--- src/rtl/rd_port_arbiter_if.sv ---
`default_nettype none
// ============================================================================
//  Module      : rd_port_arbiter_if
//  Description : Read-side bundle between the FIFO/consumers and the
//                read-port arbiter.
//  Revision    : 1.0  initial release
// ============================================================================
interface rd_port_arbiter_if #(
    parameter int NUM_REQ    = 4,
    parameter int DATA_WIDTH = 8
);
    logic [NUM_REQ-1:0]    req;
    logic                  rempty;
    logic [DATA_WIDTH-1:0] rdata;
    logic                  rinc;
    logic [NUM_REQ-1:0]    gnt;
    logic [DATA_WIDTH-1:0] dout;
    logic [NUM_REQ-1:0]    dout_valid;

    // Environment side: consumers plus FIFO read port.
    modport master (
        output req, rempty, rdata,
        input  rinc, gnt, dout, dout_valid
    );

    // Arbiter side.
    modport slave (
        input  req, rempty, rdata,
        output rinc, gnt, dout, dout_valid
    );
endinterface
`default_nettype wire

--- src/rtl/rd_port_arbiter.sv ---
`default_nettype none
// ============================================================================
//  Module      : rd_port_arbiter
//  Description : Round-robin arbiter sharing one FIFO read port among NUM_REQ
//                consumers. Define RD_ARB_BURST_LIMIT_EN to cap pops per grant
//                at MAX_BURST.
//  Revision    : 1.0  initial release
// ============================================================================
module rd_port_arbiter #(
    parameter int NUM_REQ    = 4,
    parameter int DATA_WIDTH = 8,
    parameter int MAX_BURST  = 4
) (
    input  wire logic         rclk,
    input  wire logic         rrst,
    rd_port_arbiter_if.slave  rd_if
);

    localparam int c_IDX_W = $clog2(NUM_REQ);

    typedef enum logic [0:0] {
        ST_IDLE = 1'b0,
        ST_OWN  = 1'b1
    } state_t;

    if (NUM_REQ < 2 || NUM_REQ > 8 || MAX_BURST < 1 || MAX_BURST > 16 || DATA_WIDTH < 1) begin : g_bad_param
        $error("rd_port_arbiter: parameter out of range");
    end

    state_t                r_state;
    logic [c_IDX_W-1:0]    r_owner;
    logic [c_IDX_W-1:0]    r_rr_ptr;
    logic [NUM_REQ-1:0]    r_gnt;
    logic [DATA_WIDTH-1:0] r_dout;
    logic [NUM_REQ-1:0]    r_dout_valid;

    logic [c_IDX_W-1:0]    w_sel;
    logic [c_IDX_W-1:0]    w_next_ptr;
    logic                  w_owner_req;
    logic                  w_pop;
    logic                  w_limit_hit;
    logic                  w_release;

`ifdef RD_ARB_BURST_LIMIT_EN
    localparam int c_CNT_W = $clog2(MAX_BURST + 1);
    logic [c_CNT_W-1:0]    r_burst_cnt;
    assign w_limit_hit = w_pop & (r_burst_cnt == c_CNT_W'(MAX_BURST - 1));
`else
    assign w_limit_hit = 1'b0;
`endif

    // Lowest rotational offset from the pointer wins, so scan offsets downward.
    always_comb begin
        w_sel = '0;
        for (int k = NUM_REQ - 1; k >= 0; k--) begin
            if (rd_if.req[(int'(r_rr_ptr) + k) % NUM_REQ]) begin
                w_sel = c_IDX_W'((int'(r_rr_ptr) + k) % NUM_REQ);
            end
        end
    end

    // gnt is one-hot on the owner, so this selects req[owner] without indexing.
    assign w_owner_req = |(rd_if.req & r_gnt);
    assign w_pop       = (r_state == ST_OWN) & w_owner_req & ~rd_if.rempty & ~rrst;
    assign w_release   = (r_state == ST_OWN) & (~w_owner_req | w_limit_hit);
    assign w_next_ptr  = (r_owner == c_IDX_W'(NUM_REQ - 1)) ? '0 : r_owner + c_IDX_W'(1);

    always_ff @(posedge rclk) begin
        if (rrst) begin
            r_state      <= ST_IDLE;
            r_owner      <= '0;
            r_rr_ptr     <= '0;
            r_gnt        <= '0;
            r_dout       <= '0;
            r_dout_valid <= '0;
`ifdef RD_ARB_BURST_LIMIT_EN
            r_burst_cnt  <= '0;
`endif
        end else begin
            if (w_pop) begin
                r_dout       <= rd_if.rdata;
                r_dout_valid <= r_gnt;
            end else begin
                r_dout_valid <= '0;
            end

            case (r_state)
                ST_IDLE: begin
                    if (|rd_if.req) begin
                        r_owner <= w_sel;
                        r_gnt   <= NUM_REQ'(1) << w_sel;
                        r_state <= ST_OWN;
                    end
                end
                ST_OWN: begin
                    if (w_release) begin
                        r_state  <= ST_IDLE;
                        r_gnt    <= '0;
                        r_rr_ptr <= w_next_ptr;
`ifdef RD_ARB_BURST_LIMIT_EN
                        r_burst_cnt <= '0;
                    end else if (w_pop) begin
                        r_burst_cnt <= r_burst_cnt + c_CNT_W'(1);
`endif
                    end
                end
                default: r_state <= ST_IDLE;
            endcase
        end
    end

    assign rd_if.rinc       = w_pop;
    assign rd_if.gnt        = r_gnt;
    assign rd_if.dout       = r_dout;
    assign rd_if.dout_valid = r_dout_valid;

endmodule
`default_nettype wire

--- src/flat_wrapper.sv ---
// flat-port wrapper written by rule: the top's interface ports become plain ports
module rd_port_arbiter_flat 
#(
    parameter int NUM_REQ    = 4,
    parameter int DATA_WIDTH = 8,
    parameter int MAX_BURST  = 4
)
  (rclk, rrst, rd_if_req, rd_if_rempty, rd_if_rdata, rd_if_rinc, rd_if_gnt, rd_if_dout, rd_if_dout_valid);
  rd_port_arbiter_if #(.NUM_REQ(NUM_REQ), .DATA_WIDTH(DATA_WIDTH)) rd_if_i ();
  input  wire logic rclk;
  input  wire logic rrst;
  input wire logic [$bits(rd_if_i.req)-1:0] rd_if_req;
  input wire logic [$bits(rd_if_i.rempty)-1:0] rd_if_rempty;
  input wire logic [$bits(rd_if_i.rdata)-1:0] rd_if_rdata;
  output wire logic [$bits(rd_if_i.rinc)-1:0] rd_if_rinc;
  output wire logic [$bits(rd_if_i.gnt)-1:0] rd_if_gnt;
  output wire logic [$bits(rd_if_i.dout)-1:0] rd_if_dout;
  output wire logic [$bits(rd_if_i.dout_valid)-1:0] rd_if_dout_valid;
  assign rd_if_i.req = rd_if_req;
  assign rd_if_i.rempty = rd_if_rempty;
  assign rd_if_i.rdata = rd_if_rdata;
  assign rd_if_rinc = rd_if_i.rinc;
  assign rd_if_gnt = rd_if_i.gnt;
  assign rd_if_dout = rd_if_i.dout;
  assign rd_if_dout_valid = rd_if_i.dout_valid;
  rd_port_arbiter #(.NUM_REQ(NUM_REQ), .DATA_WIDTH(DATA_WIDTH), .MAX_BURST(MAX_BURST)) u_core (.rclk(rclk), .rrst(rrst), .rd_if(rd_if_i));
endmodule
--- config.mk ---
export PLATFORM = sky130hd
export DESIGN_NAME = rd_port_arbiter_flat
export DESIGN_NICKNAME = d
export VERILOG_FILES = /design/src/rtl/rd_port_arbiter_if.sv /design/src/rtl/rd_port_arbiter.sv /design/src/flat_wrapper.sv
export SDC_FILE = /design/constraint.sdc
export NUM_CORES = 1
export LEC_CHECK = 0
export CORE_AREA = 2 2 64 66
export DETAILED_ROUTE_END_ITERATION = 6
export DIE_AREA = 0 0 66 68
export DONT_BUFFER_PORTS = 1
export PLACE_DENSITY_LB_ADDON = 0.12
export SLEW_MARGIN = 0
export SYNTH_ARGS = -nofsm -noshare
export SYNTH_HDL_FRONTEND = slang
export SYNTH_SLANG_ARGS = --single-unit
--- constraint.sdc ---
create_clock -name rclk -period 3.48 [get_ports rclk]
set_input_delay 0.87 -clock rclk [delete_from_list [all_inputs] [get_ports rclk]]
set_output_delay 0.87 -clock rclk [all_outputs]
set_load 0.005 [all_outputs]
==> tab_implementation.tex <==
\begin{tabular}{lr}
\hline
Metric & Value \\
\hline
\multicolumn{2}{l}{\textbf{Outcome}} \\
\quad Outcome & complete, no violations \\
\multicolumn{2}{l}{\textbf{Placed design}} \\
\quad Count of buffers inserted at the top-level ports & 0 \\
\quad RD Place Congestion & 0.786 \\
\quad Setup WS pre-CTS & 0.644 ns \\
\quad Estimated wirelength of the detail-placed design & 1470 um \\
\multicolumn{2}{l}{\textbf{Finish}} \\
\quad Area occupied by registers & 420 sq um \\
\quad Ratio of cells with drive above 1 in the final layout & about 15\% \\
\quad P\&R area growth vs syn & 9.85\% \\
\quad Final-stage net count & 110 \\
\quad Diode insertion count for antenna repair & 0 \\
\quad Number of fill cells in the layout & 424 \\
\quad Area of combinational cells with multiple inputs & 443 sq um \\
\multicolumn{2}{l}{\textbf{Clock tree}} \\
\quad Hold-fix buffers at CTS & 0 \\
\quad Number of clock buffers inserted by TritonCTS & 3 \\
\quad TritonCTS clock tree & yes \\
\quad Buffer type at the clock tree root & sky130\_fd\_sc\_hd\_\_clkbuf\_8 \\
\quad Worst-Skew Late Latency & 0.26 ns \\
\quad Maximum level of the CTS H-tree & 1 \\
\quad Total number of clock tree sinks & 21 \\
\quad Number of setup buffers added after CTS & 0 \\
\quad Post-CTS sizing & 0 \\
\quad Clock transition at the register clock pins on the worst setup and hold paths after CTS & 0.08 ns \\
\quad Largest buffer count on any clock path & 2 \\
\multicolumn{2}{l}{\textbf{Logic synthesis}} \\
\quad Area share of the leading cell type in the synthesized netlist & 46.6\% \\
\quad Warning count from the yosys run & 0 \\
\quad Number of library cell types mapped by synthesis & 23 \\
\quad Cell taking the most area after synthesis & sky130\_fd\_sc\_hd\_\_dfxtp\_1 \\
\quad Synthesized instance count & 92 \\
\quad Cell area after synthesis & approximately 900 sq um \\
\quad Net count after synthesis & 108 \\
\quad Top post-synthesis cells by area & sky130\_fd\_sc\_hd\_\_dfxtp\_1 (47\%), sky130\_fd\_sc\_hd\_\_mux2\_4 (13\%), sky130\_fd\_sc\_hd\_\_a21oi\_1 (5.5\%), sky130\_fd\_sc\_hd\_\_nor2b\_1 (5.5\%), sky130\_fd\_sc\_hd\_\_nand3\_1 (3.9\%) \\
\quad Synthesized flop and latch total & 21 \\
\quad Sequential fraction of the synthesis area & approximately 47\% \\
\quad Synthesized area per cell & slightly below 10 sq um \\
\multicolumn{2}{l}{\textbf{Timing}} \\
\quad Transition time at the pin with the least slew margin & 0.571 ns \\
\quad Final clock skew & 0.00401 ns \\
\quad Relative slew slack & 61.9\% \\
\quad Fin. max-slew vios & 0 \\
\quad Post-route clock period utilization & between 80\% and 90\% \\
\quad RSZ-0062 raised after global routing & no \\
\quad Shortest clock period the worst path allows after layout & 2.80 ns \\
\quad Worst path setup slack after routing & 0.682 ns \\
\quad F\_max & 0.357 GHz \\
\quad Endpoints failing hold & 0 \\
\quad Setup-failing EPs final & 0 \\
\quad Post-route setup TNS & 0 ns \\
\multicolumn{2}{l}{\textbf{Global route}} \\
\quad Vias in the first global route & 597 \\
\quad Global-route wire length before repair & 2940 um \\
\quad Global-route usage over all layers & around 9\% \\
\quad Global route total overflow & 0 \\
\quad Pin count of the biggest net entering global routing & 19 \\
\quad Initial antenna violation count & 0 \\
\multicolumn{2}{l}{\textbf{Floorplan}} \\
\quad Floorplan die area & 0.00449 sq mm \\
\quad Die width & 66 um \\
\quad Placeable core region & 0.00386 sq mm \\
\quad Vertical die dimension & 68 um \\
\quad Number of cell rows & 23 \\
\quad I/O pin cnt & 32 \\
\quad Initial core utilization & about a quarter \\
\multicolumn{2}{l}{\textbf{Critical path}} \\
\quad Req. time, crit path & 2.61 ns \\
\quad FF-to-FF setup slack & 1.69 ns \\
\quad Critical Path Source Type & primary input \\
\quad Critical-path maximum fanout & 9 \\
\quad Crit Path Class & in2out \\
\quad CP Data Arrival Time & 1.93 ns \\
\quad Endpoint class of the critical path & output port \\
\multicolumn{2}{l}{\textbf{Routing}} \\
\quad Detail Route Antenna Nets & 0 \\
\quad Post-DR wirelength/cell & about 14 um \\
\quad Routed wire length & 1980 um \\
\quad Initial detailed-routing violation count & 30 \\
\quad DRC violations left & 0 \\
\quad Number of vias per cell after detailed routing & 4.45 \\
\quad DRT Pass-1 Iters & 4 \\
\quad Number of vias in the routed layout & 637 \\
\multicolumn{2}{l}{\textbf{Power and ir drop}} \\
\quad Max VDD drop & 151 uV \\
\quad Final Power & 0.470 mW \\
\quad P\_leak & 0.416 nW \\
\quad Power per unit of standard cell area & 474 mW/mm\^{}2 \\
\multicolumn{2}{l}{\textbf{Flow run}} \\
\quad Number of max-cap violations & 0 \\
\multicolumn{2}{l}{\textbf{Hold path}} \\
\quad Min-delay worst type & reg2reg \\
\hline
\end{tabular}
[cell usage in the layout (no fill, tap or decap)]
| master | synthesis | layout |
|---|---|---|
| sky130_fd_sc_hd__dfxtp_1 | 21 | 21 |
| sky130_fd_sc_hd__a21oi_1 | 10 | 10 |
| sky130_fd_sc_hd__nor2b_1 | 8 | 8 |
| sky130_fd_sc_hd__mux2_4 | 8 | 8 |
| sky130_fd_sc_hd__nand3_1 | 7 | 7 |
| sky130_fd_sc_hd__nand2_1 | 5 | 5 |
| sky130_fd_sc_hd__inv_1 | 5 | 5 |
| sky130_fd_sc_hd__or3_1 | 4 | 4 |
| sky130_fd_sc_hd__nor2_1 | 4 | 4 |
| sky130_fd_sc_hd__and2_1 | 4 | 4 |
| sky130_fd_sc_hd__clkbuf_8 | 0 | 3 |
| sky130_fd_sc_hd__a22oi_1 | 2 | 2 |
| sky130_fd_sc_hd__o21ai_0 | 2 | 2 |
| sky130_fd_sc_hd__mux2i_1 | 2 | 2 |
| sky130_fd_sc_hd__nand2b_1 | 1 | 1 |
| sky130_fd_sc_hd__or2_2 | 1 | 1 |
| sky130_fd_sc_hd__o22ai_1 | 1 | 1 |
| sky130_fd_sc_hd__a31o_2 | 1 | 1 |
| sky130_fd_sc_hd__o32ai_1 | 1 | 1 |
| sky130_fd_sc_hd__o32a_1 | 1 | 1 |
| sky130_fd_sc_hd__ha_1 | 1 | 1 |
| sky130_fd_sc_hd__clkinv_2 | 0 | 1 |
[logic make-up after synthesis]
kind of cell / share of synthesized area (%)
AND/OR/NAND/NOR: 20.1
flip-flops: 46.6
AO/OA/AOI/OAI: 12.1
multiplexers: 15.5
buffers and inverters: 4.30
adder cells (fa/ha/maj): 1.39
[Yosys cell counts (all sizes together)]
library cell / n
a21oi: 10
a22oi: 2
a31o: 1
and2: 4
buf: 2
clkbuf: 1
dfxtp: 21
ha: 1
inv: 5
mux2: 8
mux2i: 2
nand2: 5
nand2b: 1
nand3: 7
nor2: 4
nor2b: 8
o21ai: 2
o22ai: 1
o32a: 1
o32ai: 1
or2: 1
or3: 4
[power breakdown]
group	switching, mW	internal (mW)	leakage, nW	total (mW)
clock	0.0817	0.0797	0.0255	0.161
sequential	0.0116	0.251	0.171	0.263
combinational	0.0246	0.0214	0.220	0.0460
[layout make-up]
class                   count  area share, %
inverters                   5           1.89
clock buffers               3           4.17
well taps                  50           6.31
clock inverters             1          0.505
flip-flops and latches     21           42.4
multi-input cells          63           44.7
[metrics by stage]
stage          utilization (%)  std cells  area (sq um)  hold WS, ns
2_1_floorplan                -         92           902        0.449
3_3_place_gp              24.5        139           945        0.484
3_5_place_dp              24.5        139           945        0.472
4_1_cts                   25.7        143           991        0.488
5_1_grt                   25.7        143           991        0.511
6_report                  25.7        143           991        0.486
[worst max-delay path, cell delays in order]
cell and delay, ns:
sky130_fd_sc_hd__a22oi_1 0.21, sky130_fd_sc_hd__nand2_1 0.08, sky130_fd_sc_hd__nand2_1 0.09, sky130_fd_sc_hd__or3_1 0.47, sky130_fd_sc_hd__inv_1 0.20
[layer usage]
metal,track usage [%],share of wire [%],up-vias
li1,-,-,322
met1,10.2,45,297
met2,14.1,46,16
met3,5.43,8.0,2
met4,3.06,1.1,0
met5,0,0,-
[final timing paths]
path,startpoint,to,cells after the start
hold / removal,u_core.r_owner[0],u_core.r_owner[0],2
hold reg to reg,u_core.r_owner[0],u_core.r_owner[0],2
setup reg to reg,u_core.rd_if.gnt[1],u_core.rd_if.dout[4],5
setup / recovery,rd_if_req[0],rd_if_rinc,5
[sequential cells by signal, indices dropped and copies added, names as in the netlist]
| name | flops |
|---|---|
| u_core.rd_if.gnt | 4 |
| u_core.rd_if.dout | 8 |
| u_core.r_rr_ptr | 2 |
| u_core.r_owner | 2 |
| u_core.rd_if.dout_valid | 4 |
| u_core.r_state | 1 |
Power figures use the tool's default switching activity.
